File: config.mk
export PLATFORM = sky130hd
export DESIGN_NAME = fifo_ctrl_buffer_flat
export DESIGN_NICKNAME = d
export VERILOG_FILES = /design/src/rtl/fifo_ctrl_buffer_if.sv /design/src/rtl/fifo_ctrl_buffer.sv /design/src/flat_wrapper.sv
export SDC_FILE = /design/constraint.sdc
export NUM_CORES = 1
export LEC_CHECK = 0
export ABC_AREA = 1
export ABC_CLOCK_PERIOD_IN_PS = 6600
export BUFFER_PORTS_ARGS = -buffer_cell sky130_fd_sc_hd__buf_2
export CORE_MARGIN = 2
export CORE_UTILIZATION = 50
export CTS_CLUSTER_SIZE = 25
export DETAILED_ROUTE_END_ITERATION = 12
export GPL_TIMING_DRIVEN = 1
export PLACE_DENSITY_LB_ADDON = 0.05
export SLEW_MARGIN = 20
export SYNTH_ARGS = -nofsm -noshare
export SYNTH_HDL_FRONTEND = slang
export SYNTH_SLANG_ARGS = --single-unit
File: constraint.sdc
create_clock -name clk -period 6.6 [get_ports clk]
set_input_delay 0.66 -clock clk [delete_from_list [all_inputs] [get_ports clk]]
set_output_delay 0.66 -clock clk [all_outputs]
set_load 0.005 [all_outputs]
File: src/rtl/fifo_ctrl_buffer_if.sv
// fifo_ctrl_buffer_if: strobe, status and data bundle between the FIFO and its users.
interface fifo_ctrl_buffer_if #(
   parameter int WIDTH = 8,
   parameter int AW    = 2
);
   logic             in_write_ctrl;
   logic             in_read_ctrl;
   logic [WIDTH-1:0] in_data;
   logic [WIDTH-1:0] out_data;
   logic             out_is_empty;
   logic             out_is_full;
   logic [AW:0]      out_count;
   logic             out_overflow;
   logic             out_underflow;
   modport master (
      output in_write_ctrl, in_read_ctrl, in_data,
      input  out_data, out_is_empty, out_is_full, out_count, out_overflow, out_underflow
   );
   modport slave (
      input  in_write_ctrl, in_read_ctrl, in_data,
      output out_data, out_is_empty, out_is_full, out_count, out_overflow, out_underflow
   );
endinterface

File: src/rtl/fifo_ctrl_buffer.sv
// fifo_ctrl_buffer: single-clock FIFO with registered read data, occupancy count
// and sticky overflow/underflow flags for strobes that ignore the status flags.
module fifo_ctrl_buffer #(
   parameter int WIDTH = 8,
   parameter int DEPTH = 4,
   parameter int AW    = 2
) (
   input  logic              clk,
   input  logic              rst,
   fifo_ctrl_buffer_if.slave bus
);
   logic [WIDTH-1:0] mem_q [DEPTH];
   logic [AW-1:0]    wr_ptr_q, wr_ptr_d, rd_ptr_q, rd_ptr_d;
   logic [AW:0]      count_q, count_d;
   logic [WIDTH-1:0] data_q, data_d;
   logic             empty_q, empty_d, full_q, full_d, ovf_q, ovf_d, unf_q, unf_d;
   logic             push_ok, pop_ok;
   // A push into a full FIFO is legal only when the same-cycle pop frees a slot.
   always_comb begin
      push_ok  = bus.in_write_ctrl & (~full_q | bus.in_read_ctrl);
      pop_ok   = bus.in_read_ctrl & ~empty_q;
      wr_ptr_d = push_ok ? wr_ptr_q + AW'(1) : wr_ptr_q;
      rd_ptr_d = pop_ok ? rd_ptr_q + AW'(1) : rd_ptr_q;
      data_d   = pop_ok ? mem_q[rd_ptr_q] : data_q;
      count_d  = count_q + (AW+1)'(push_ok) - (AW+1)'(pop_ok);
      empty_d  = count_d == '0;
      full_d   = count_d == (AW+1)'(DEPTH);
      ovf_d    = ovf_q | (bus.in_write_ctrl & full_q & ~bus.in_read_ctrl);
      unf_d    = unf_q | (bus.in_read_ctrl & empty_q);
   end
   always_ff @(posedge clk or negedge rst) begin
      if (!rst) begin
         wr_ptr_q <= '0;
         rd_ptr_q <= '0;
         count_q  <= '0;
         data_q   <= '0;
         empty_q  <= 1'b1;
         full_q   <= 1'b0;
         ovf_q    <= 1'b0;
         unf_q    <= 1'b0;
      end else begin
         wr_ptr_q <= wr_ptr_d;
         rd_ptr_q <= rd_ptr_d;
         count_q  <= count_d;
         data_q   <= data_d;
         empty_q  <= empty_d;
         full_q   <= full_d;
         ovf_q    <= ovf_d;
         unf_q    <= unf_d;
      end
   end
   // Storage is deliberately not reset; the count guarantees unwritten words are never read.
   always_ff @(posedge clk) begin
      if (push_ok) mem_q[wr_ptr_q] <= bus.in_data;
   end
   assign bus.out_data      = data_q;
   assign bus.out_is_empty  = empty_q;
   assign bus.out_is_full   = full_q;
   assign bus.out_count     = count_q;
   assign bus.out_overflow  = ovf_q;
   assign bus.out_underflow = unf_q;
endmodule

File: src/flat_wrapper.sv
// flat-port wrapper written by rule: the top's interface ports become plain ports
module fifo_ctrl_buffer_flat 
#(
   parameter int WIDTH = 8,
   parameter int DEPTH = 4,
   parameter int AW    = 2
)
  (clk, rst, bus_in_write_ctrl, bus_in_read_ctrl, bus_in_data, bus_out_data, bus_out_is_empty, bus_out_is_full, bus_out_count, bus_out_overflow, bus_out_underflow);
  fifo_ctrl_buffer_if #(.WIDTH(WIDTH), .AW(AW)) bus_i ();
  input  logic clk;
  input  logic rst;
  input wire logic [$bits(bus_i.in_write_ctrl)-1:0] bus_in_write_ctrl;
  input wire logic [$bits(bus_i.in_read_ctrl)-1:0] bus_in_read_ctrl;
  input wire logic [$bits(bus_i.in_data)-1:0] bus_in_data;
  output wire logic [$bits(bus_i.out_data)-1:0] bus_out_data;
  output wire logic [$bits(bus_i.out_is_empty)-1:0] bus_out_is_empty;
  output wire logic [$bits(bus_i.out_is_full)-1:0] bus_out_is_full;
  output wire logic [$bits(bus_i.out_count)-1:0] bus_out_count;
  output wire logic [$bits(bus_i.out_overflow)-1:0] bus_out_overflow;
  output wire logic [$bits(bus_i.out_underflow)-1:0] bus_out_underflow;
  assign bus_i.in_write_ctrl = bus_in_write_ctrl;
  assign bus_i.in_read_ctrl = bus_in_read_ctrl;
  assign bus_i.in_data = bus_in_data;
  assign bus_out_data = bus_i.out_data;
  assign bus_out_is_empty = bus_i.out_is_empty;
  assign bus_out_is_full = bus_i.out_is_full;
  assign bus_out_count = bus_i.out_count;
  assign bus_out_overflow = bus_i.out_overflow;
  assign bus_out_underflow = bus_i.out_underflow;
  fifo_ctrl_buffer #(.WIDTH(WIDTH), .DEPTH(DEPTH), .AW(AW)) u_core (.clk(clk), .rst(rst), .bus(bus_i));
endmodule
Word level (Yosys, flattened, before mapping)
Memories as Yosys holds them, arrays and structs flattened. A register that Yosys moved wholly into a read port is not among the register bits. Cells that the tools add are included.

$add $sub $neg: 4. Eq/ne operators: 1. Multiplexer cells: 2. Bitwise operators: 11. Reduce and logical (&&, ||, !) cells: 2.

Operators by type and width (number): AND 1 bit (5); adder 2 x 1 -> 2 bit, second input constant (2); adder 3 x 1 -> 3 bit (1); == test 3 bit, second input constant (1); logical NOT 3 bit (1); inverter 1 bit (3); bitwise OR 1 bit (3); subtractor 3 x 1 -> 3 bit (1); 2-to-1 mux 1 bit (2); logical NOT 1 bit (1).

Register bits: 11. Memory bits (writable): 32. Input port bits: 12. Output and inout bits: 15. Word-level logic and storage cells: 28. Memories: 1.

Memory list: u_core.mem_q (words 4, bits a word 8, read ports 1, clocked after Yosys merged registers in 1, wr ports 1, line fifo_ctrl_buffer.sv:12) `logic [WIDTH-1:0] mem_q [DEPTH];`.

Longest topological paths before layout
Gate-level depths: netlist of run 1.

Word-level depth: 6. Gate-level depth with buffers: 12. Mapped depth without buffers: 11.

Worst setup path after synthesis of run 1
OpenSTA, ideal clock, no wires.

Kind: in2reg. Start: input bus_in_read_ctrl. End: register u_core.full_q (netlist: u_core.bus.out_is_full). Setup time: 77 ps. Arrival time: 2303 ps. Data required time: 6523 ps. Slack: 4220 ps. Cell stages on the path: 11. Buffers on the path: 1. Path through: inv_2 nor2_1 buf_6 ha_1 inv_1 ha_1 inv_1 fa_1 inv_1 or2_2 a21oi_1.

Elaborated cells between the ends (all ways): 6. Classes of those cells: add/sub (2); eq/ne (1); bitwise (3).

RTL lines: start, declared (line flat_wrapper.sv:13) `input wire logic [$bits(bus_i.in_read_ctrl)-1:0] bus_in_read_ctrl;`; AND 1 bit (line fifo_ctrl_buffer.sv:21) `pop_ok = bus.in_read_ctrl & ~empty_q;`; net u_core.pop_ok (line fifo_ctrl_buffer.sv:17) `logic push_ok, pop_ok;`; subtractor 3 x 1 -> 3 bit (line fifo_ctrl_buffer.sv:25) `count_d = count_q + (AW+1)'(push_ok) - (AW+1)'(pop_ok);`; net u_core.count_d[1] (line fifo_ctrl_buffer.sv:14) `logic [AW:0] count_q, count_d;`; == test 3 bit (line fifo_ctrl_buffer.sv:27) `full_d = count_d == (AW+1)'(DEPTH);`; net u_core.full_d (line fifo_ctrl_buffer.sv:16) `logic empty_q, empty_d, full_q, full_d, ovf_q, ovf_d, unf_q, unf_d;`; end signal, assigned (line fifo_ctrl_buffer.sv:47) `full_q <= full_d;`; end, declared (line fifo_ctrl_buffer.sv:16).

The timed path passes the listed nets, and every way through them passes these cells. A chain may end at the register's enable or synchronous reset.

Worst setup path in the final report of run 1
Start: input bus_in_read_ctrl. End: register u_core.full_q (netlist: u_core.bus.out_is_full).

Longest elaborated chain between the ends: 5. Elaborated cells between the ends (all ways): 6. Classes of those cells: add/sub (2); eq/ne (1); bitwise (3).

RTL lines: bitwise OR 1 bit (line fifo_ctrl_buffer.sv:20) `push_ok = bus.in_write_ctrl & (~full_q | bus.in_read_ctrl);`; AND 1 bit (line fifo_ctrl_buffer.sv:20); adder 3 x 1 -> 3 bit (line fifo_ctrl_buffer.sv:25); subtractor 3 x 1 -> 3 bit (*) (line fifo_ctrl_buffer.sv:25); net u_core.count_d[1] (line fifo_ctrl_buffer.sv:14); == test 3 bit (*) (line fifo_ctrl_buffer.sv:27); net u_core.full_d (line fifo_ctrl_buffer.sv:16).

The timed path passes the listed nets; every way through them passes the cells marked *.

==> summary.md, run 1 <==
| Metric | Value |
|---|---|
| Nets | roughly 260 |
| Initial DRC count | between 90 and 100 |
| Worst hold slack | roughly 0.28 ns |
| Die Span Y | 71.1 um |
| Status | completed |
| Commonest non-fill, non-tap cell in the layout | nand2_1 |
| Syn nets | 236 |
| Hold Vio Cnt, Final | 0 |
| Worst skew pair latency | ~0.30 ns |
| R2r startpoint | u_core.bus.out_is_empty |
| Cells after DPL | 290 |
| PortBufs | 26 |
| Max FO, Critical Path | 12 |
| Leak | 1.25 nW |
| ANT cells | 0 |
| DRC violations left | 0 |
| Post-DP HPWL | between 2000 and 3000 um |
| Wirelength per Cell | about 13 um |
| R2R setup slack | 4.04 ns |
| Layout cell share with drive strength beyond 1 | 19.5% |
| Number of synthesized register bits | 51 |
| Initial antenna violation count | 0 |
| IO Count | 27 |
| MaxCap Viol Count | 0 |
| PostCTS Resize Cnt | 0 |
| Cts hold-fix bufs | 0 |
| Non-filler cells, final | 298 |
| Overall Power | 1.04 mW |
| Final ANT Viol Nets | 0 |
| Worst R2R Path Depth | 9 |
| Period Utilization, post-route | 40.3% |
| Post-CTS Setup Repair Bufs | 0 |
| Synth unique cells | 22 |
| Slew @ Worst Pin | 0.812 ns |
| CTS sink cnt | 51 |
| Total gr overflow | 0 |
| Final core occ | 57.4% |
| Cell Pwr Density | 418 nW/um^2 |
| Clock buffer depth | 2 |
| Routability congestion estimate | 0.699 |
| Setup total negative slack | 0 ns |
| Netlist Area Pre-Place | 2250 um^2 |
| RSZ-0062 raised after global routing | false |
| Drt first pass iters | 4 |
| Worst Skew | 0.00752 ns |
| Pre-CTS setup slack | 3.63 ns |
| Crit path DAT | 2.88 ns |
| Placed inst area | between 2000 and 2500 um^2 |
| Row Count | 24 |
| Register area share after synthesis | 63.8% |
| Clock buffer count from CTS | 5 |
| CTS root buf | clkbuf_8 |
| Largest net degree at the start of global routing | 20 |
| Htree depth | 2 |
| Total track usage | 17.1% |
| Max-slew headroom | a little under half |
| Vias post-DR | between 1000 and 1500 |
| Syn avg cell area | ~10 um^2 |
| Synthesis warning total | 0 |
| Initial Utilization | between 50% and 60% |
| Crit path time final | 2.66 ns |
| Peak VDD IR | 0.223 mV |
| Die ar. | a little over 5000 um^2 |
| Commonest non-fill, non-tap cells in the layout | 65 x nand2_1, 47 x inv_1, 32 x edfxtp_1 |
| R2R Path End | u_core.bus.out_is_full |
| Area of the core | around 4400 um^2 |
| Fin. max-slew vios | 0 |
| Worst setup margin | 3.94 ns |
| Startpoint types | primary input |
| CTS tree | done |
| Routed wire length | about 3800 um |
| Final Cell Area | 2500 um^2 |
| Worst Setup End Kind | register |
| Final setup viols | 0 |
| Cells after Synth | about 220 |
| Kind of critical path | primary input to register |
| Die Wd | 71.1 um |
| CTS clk-pin slew, worst paths | 0.09 ns |
| Vias in the first global route | 1335 |
| Max Clk Rate | 0.376 GHz |
| Vias per inst | 4.53 |
| Hold crit path type | primary input to asynchronous set/reset pin |
| Area Overhead vs Synth | 10.9% |
| First-pass GRT wire length | between 6000 and 7000 um |
| Worst Path Required | 6.82 ns |
critical path: stages:
cell and delay, ns:
buf_2 0.09, inv_2 0.04, nor2_1 0.55, ha_1 0.36, inv_1 0.06, ha_1 0.14
inv_1 0.05, fa_1 0.47, inv_1 0.04, or2_2 0.28, a21oi_1 0.14
cell families (layout without fill, tap and decap cells):
logic type | after synthesis | count (layout) | synth area share, %
adders and majority gates | 7 | 7 | 4.22
xor gates and xnor gates | 3 | 3 | 1.17
DFF | 51 | 51 | 63.8
and+or+nand+nor | 97 | 97 | 18.1
AOI/OAI and AO/OA | 4 | 4 | 1.17
buffers and inverters | 55 | 84 | 11.5
power by group:
group / switching, mW / total, mW / internal (mW)
Clock: 0.0990 / 0.207 / 0.108
Combinational: 0.204 / 0.333 / 0.130
Sequential: 0.0676 / 0.503 / 0.436
Total: 0.370 / 1.04 / 0.673
worst max-delay path by stage:
stage	from	to	slack [ns]	cells past startpoint
6_report	bus_in_read_ctrl	u_core.bus.out_is_full	3.94	11
3_3_place_gp	bus_in_read_ctrl	u_core.bus.out_is_full	3.71	11
3_5_place_dp	bus_in_read_ctrl	u_core.bus.out_is_full	3.63	11
2_1_floorplan	bus_in_read_ctrl	u_core.bus.out_is_full	4.22	11
5_1_grt	bus_in_read_ctrl	u_core.bus.out_is_full	3.76	11
4_1_cts	bus_in_read_ctrl	u_core.bus.out_is_full	3.94	11
flip-flops by register name, indices dropped and copies added, names as in the netlist:
register	count
u_core.bus.out_count	3
u_core.bus.out_data	8
u_core.bus.out_is_empty	1
u_core.bus.out_is_full	1
u_core.bus.out_overflow	1
u_core.bus.out_underflow	1
u_core.mem_q	32
u_core.rd_ptr_q	2
u_core.wr_ptr_q	2
cell usage after synthesis (all sizes together):
cell type / count / area [um^2]
or2: 1 / 6.26
inv: 49 / 189
dfrtp: 18 / 450
nor2: 6 / 22.5
nand2: 73 / 294
dfstp: 1 / 26.3
clkinv: 1 / 8.76
nand3: 17 / 85.1
a21o: 1 / 7.51
a31o: 1 / 8.76
edfxtp: 32 / 961
buf: 5 / 61.3
fa: 1 / 20.0
a21oi: 1 / 5.00
ha: 6 / 75.1
o21ai: 1 / 5.00
xor2: 3 / 26.3
layout make-up:
cell class,instances,area [um^2]
Fill cell,406,1860
Sequential cell,51,1440
Multi-Input combinational cell,111,556
Inverter,50,198
Timing Repair Buffer,26,130
Clock buffer,7,108
Tap cell,52,65.1
Clock inverter,1,5.00
metal layers:
layer	global-route usage, %	vias up	part of all wire (%)
met5	0	-	0
met1	23.5	618	47
li1	-	711	-
met4	5.24	0	1.1
met3	4.56	5	2.9
met2	27.1	17	49
Power figures use the tool's default switching activity.
==> run 2: changes to the inputs <==
--- a/config.mk
+++ b/config.mk
@@ -6,7 +6,7 @@
 export NUM_CORES = 1
 export LEC_CHECK = 0
 export ABC_AREA = 1
-export ABC_CLOCK_PERIOD_IN_PS = 6600
+export ABC_CLOCK_PERIOD_IN_PS = 2500
 export BUFFER_PORTS_ARGS = -buffer_cell sky130_fd_sc_hd__buf_2
 export CORE_MARGIN = 2
 export CORE_UTILIZATION = 50
==> constraint.sdc (replaced) <==
create_clock -name clk -period 2.5 [get_ports clk]
set_input_delay 0.25 -clock clk [delete_from_list [all_inputs] [get_ports clk]]
set_output_delay 0.25 -clock clk [all_outputs]
set_load 0.005 [all_outputs]
==> run 2 against run 1 <==
Compared with the run above: global-route usage is 0.33 points higher; sequential share of layout area down 1.2 points; setup slack worse by 3.5 ns; non-clock buffer count increased by 6; die area stayed put.
==> summary.md, run 2 (same netlist as run 1, synthesis figures left out) <==
| Metric | Value |
|---|---|
| Routability congestion estimate | between 0.7 and 0.8 |
| Leak | roughly 1.3 nW |
| ANT cells | 0 |
| CP Buf/Inv Count | 3 |
| RSZ-0062 raised after global routing | false |
| R2R setup slack | 0.43 ns |
| GR Layer Usage met3 | between 4 and 5% |
| Clock buffer depth | 2 |
| Initial antenna violation count | 0 |
| IO Count | 27 |
| Setup total negative slack | 0 ns |
| Clock buffer count from CTS | 5 |
| MaxCap Viol Count | 0 |
| Hold path start | bus_in_data[3] |
| Cells after DPL | 295 |
| Most used routing layer | met2 |
| Worst R2R Path Depth | 9 |
| Area of the core | 4350 um^2 |
| Total track usage | 17.5% |
| Htree depth | 2 |
| Crit path time final | 2.07 ns |
| Worst setup margin | 0.430 ns |
| Layout cell share with drive strength beyond 1 | 21.0% |
| Final setup viols | 0 |
| Area Overhead vs Synth | 13.3% |
| Hold crit path type | primary input to register |
| Initial Utilization | roughly 52% |
| Crit-path most repeated cell | inv_1 |
| R2r startpoint | u_core.bus.out_is_empty |
| Die Span Y | about 70 um |
| Routed wire length | about 3900 um |
| Die ar. | 5060 um^2 |
| Worst Path Required | 2.73 ns |
| Kind of critical path | register to register |
| Post-CTS Setup Repair Bufs | 0 |
| Met1 Usage GRT | between 20% and 30% |
| Endpoint, Worst Hold | u_core.mem_q[1][3] |
| Wirelength per Cell | 12.7 um |
| CTS tree | done |
| Filler instances | 399 |
| Pre-CTS setup slack | between 0.4 and 0.5 ns |
| Final ANT Viol Nets | 0 |
| Post-DP HPWL | 2690 um |
| Status | completed |
| Cell Pwr Density | about 1100 nW/um^2 |
| Nets | 270 |
| Largest Register | u_core.mem_q |
| Final Cell Area | ~2600 um^2 |
| Initial DRC count | 87 |
| Met2 Usage GRT | about 28% |
| Worst Skew | about 0.0042 ns |
| Worst Setup End Kind | register |
| Slew @ Worst Pin | 0.746 ns |
| Vias in the first global route | 1340 |
| Commonest non-fill, non-tap cell in the layout | nand2_1 |
| Crit path cell chain | nor2_1 > ha_1 > inv_1 > ha_1 > inv_1 > fa_1 > inv_1 > or2_2 > a21oi_1 |
| Beginning of the critical path | u_core.bus.out_is_empty |
| Die Wd | just over 70 um |
| Max-slew headroom | ~50% |
| Critical-path top delay cell | dfstp_2 |
| CTS root buf | clkbuf_8 |
| Placed inst area | 2420 um^2 |
| Commonest non-fill, non-tap cells in the layout | 65 x nand2_1, 47 x inv_1, 32 x edfxtp_1 |
| PortBufs | 26 |
| Row Count | 24 |
| Period Utilization, post-route | 82.8% |
| Crit path DAT | 2.30 ns |
| Peak VDD IR | roughly 0.50 mV |
| Crit-path max cell delay | 0.55 ns |
| Fin. max-slew vios | 0 |
| Critical path's top delay family | adder cells |
| Hold Vio Cnt, Final | 0 |
| Max Clk Rate | 0.483 GHz |
| Startpoint types | register |
| First-pass GRT wire length | 6530 um |
| Vias per inst | 4.67 |
| CTS clk-pin slew, worst paths | 0.09 ns |
| CTS sink cnt | 51 |
| Total gr overflow | 0 |
| Largest net degree at the start of global routing | 20 |
| Largest register FFs | 32 |
| Vias post-DR | between 1000 and 1500 |
| Non-filler cells, final | 304 |
| Max FO, Critical Path | 3 |
| Worst skew pair latency | 0.30 ns |
| DRC violations left | 0 |
| Drt first pass iters | 4 |
| R2R Path End | u_core.bus.out_is_full |
| Hold Path Depth | 1 |
run 2: cell count changes in the layout (fill, tap and decap cells not counted), sizes merged:
cell and delta:
buf +5, bufinv +1, clkbuf -1, dlygate4sd3 +1
run 2: cell type report:
type | instances | area (um^2) | area share, %
clock buffers | 6 | 82.6 | 3.24
clock inverters | 2 | 35.0 | 1.37
inverters | 50 | 198 | 7.75
multi-input cells | 111 | 556 | 21.8
flip-flops and latches | 51 | 1440 | 56.4
well taps | 52 | 65.1 | 2.55
repair buffers | 32 | 178 | 6.96
run 2: worst max-delay path by stage:
stage,slack [ns],end,depth (start not counted)
floorplan,0.35,u_core.bus.out_is_full,10
global placement,0.47,u_core.bus.out_is_full,9
detailed placement,0.43,u_core.bus.out_is_full,9
CTS,0.42,u_core.bus.out_is_full,9
global route,0.32,u_core.bus.out_is_full,9
finish,0.43,u_core.bus.out_is_full,9
run 2: routing by layer:
metal	routed length (um)	vias to the layer above
li1	-	728
met1	1770	656
met2	1890	27
met3	140	9
met4	69	0
met5	0	-
run 2: repair_timing:
item                                   4_1_cts  5_1_grt
gates resized for setup                      0        0
endpoints found under the hold margin       18        0
hold buffers                                 1        0
run 2: metrics by stage:
| step | hold WS [ns] | power [mW] | util [%] |
|---|---|---|---|
| floorplan | -0.0456 | 2.01 | - |
| global placement | 0.209 | 2.26 | 55.7 |
| detailed placement | 0.220 | 2.29 | 55.7 |
| CTS | 0.150 | 2.87 | 58.6 |
| global route | 0.153 | 3.07 | 58.6 |
| finish | 0.158 | 2.83 | 58.6 |
run 2: power breakdown:
group / leakage, nW / internal, mW / total [mW] / switching (mW)
clock network: 0.0612 / 0.324 / 0.588 / 0.264
logic: 0.707 / 0.366 / 0.914 / 0.548
registers: 0.517 / 1.15 / 1.33 / 0.181
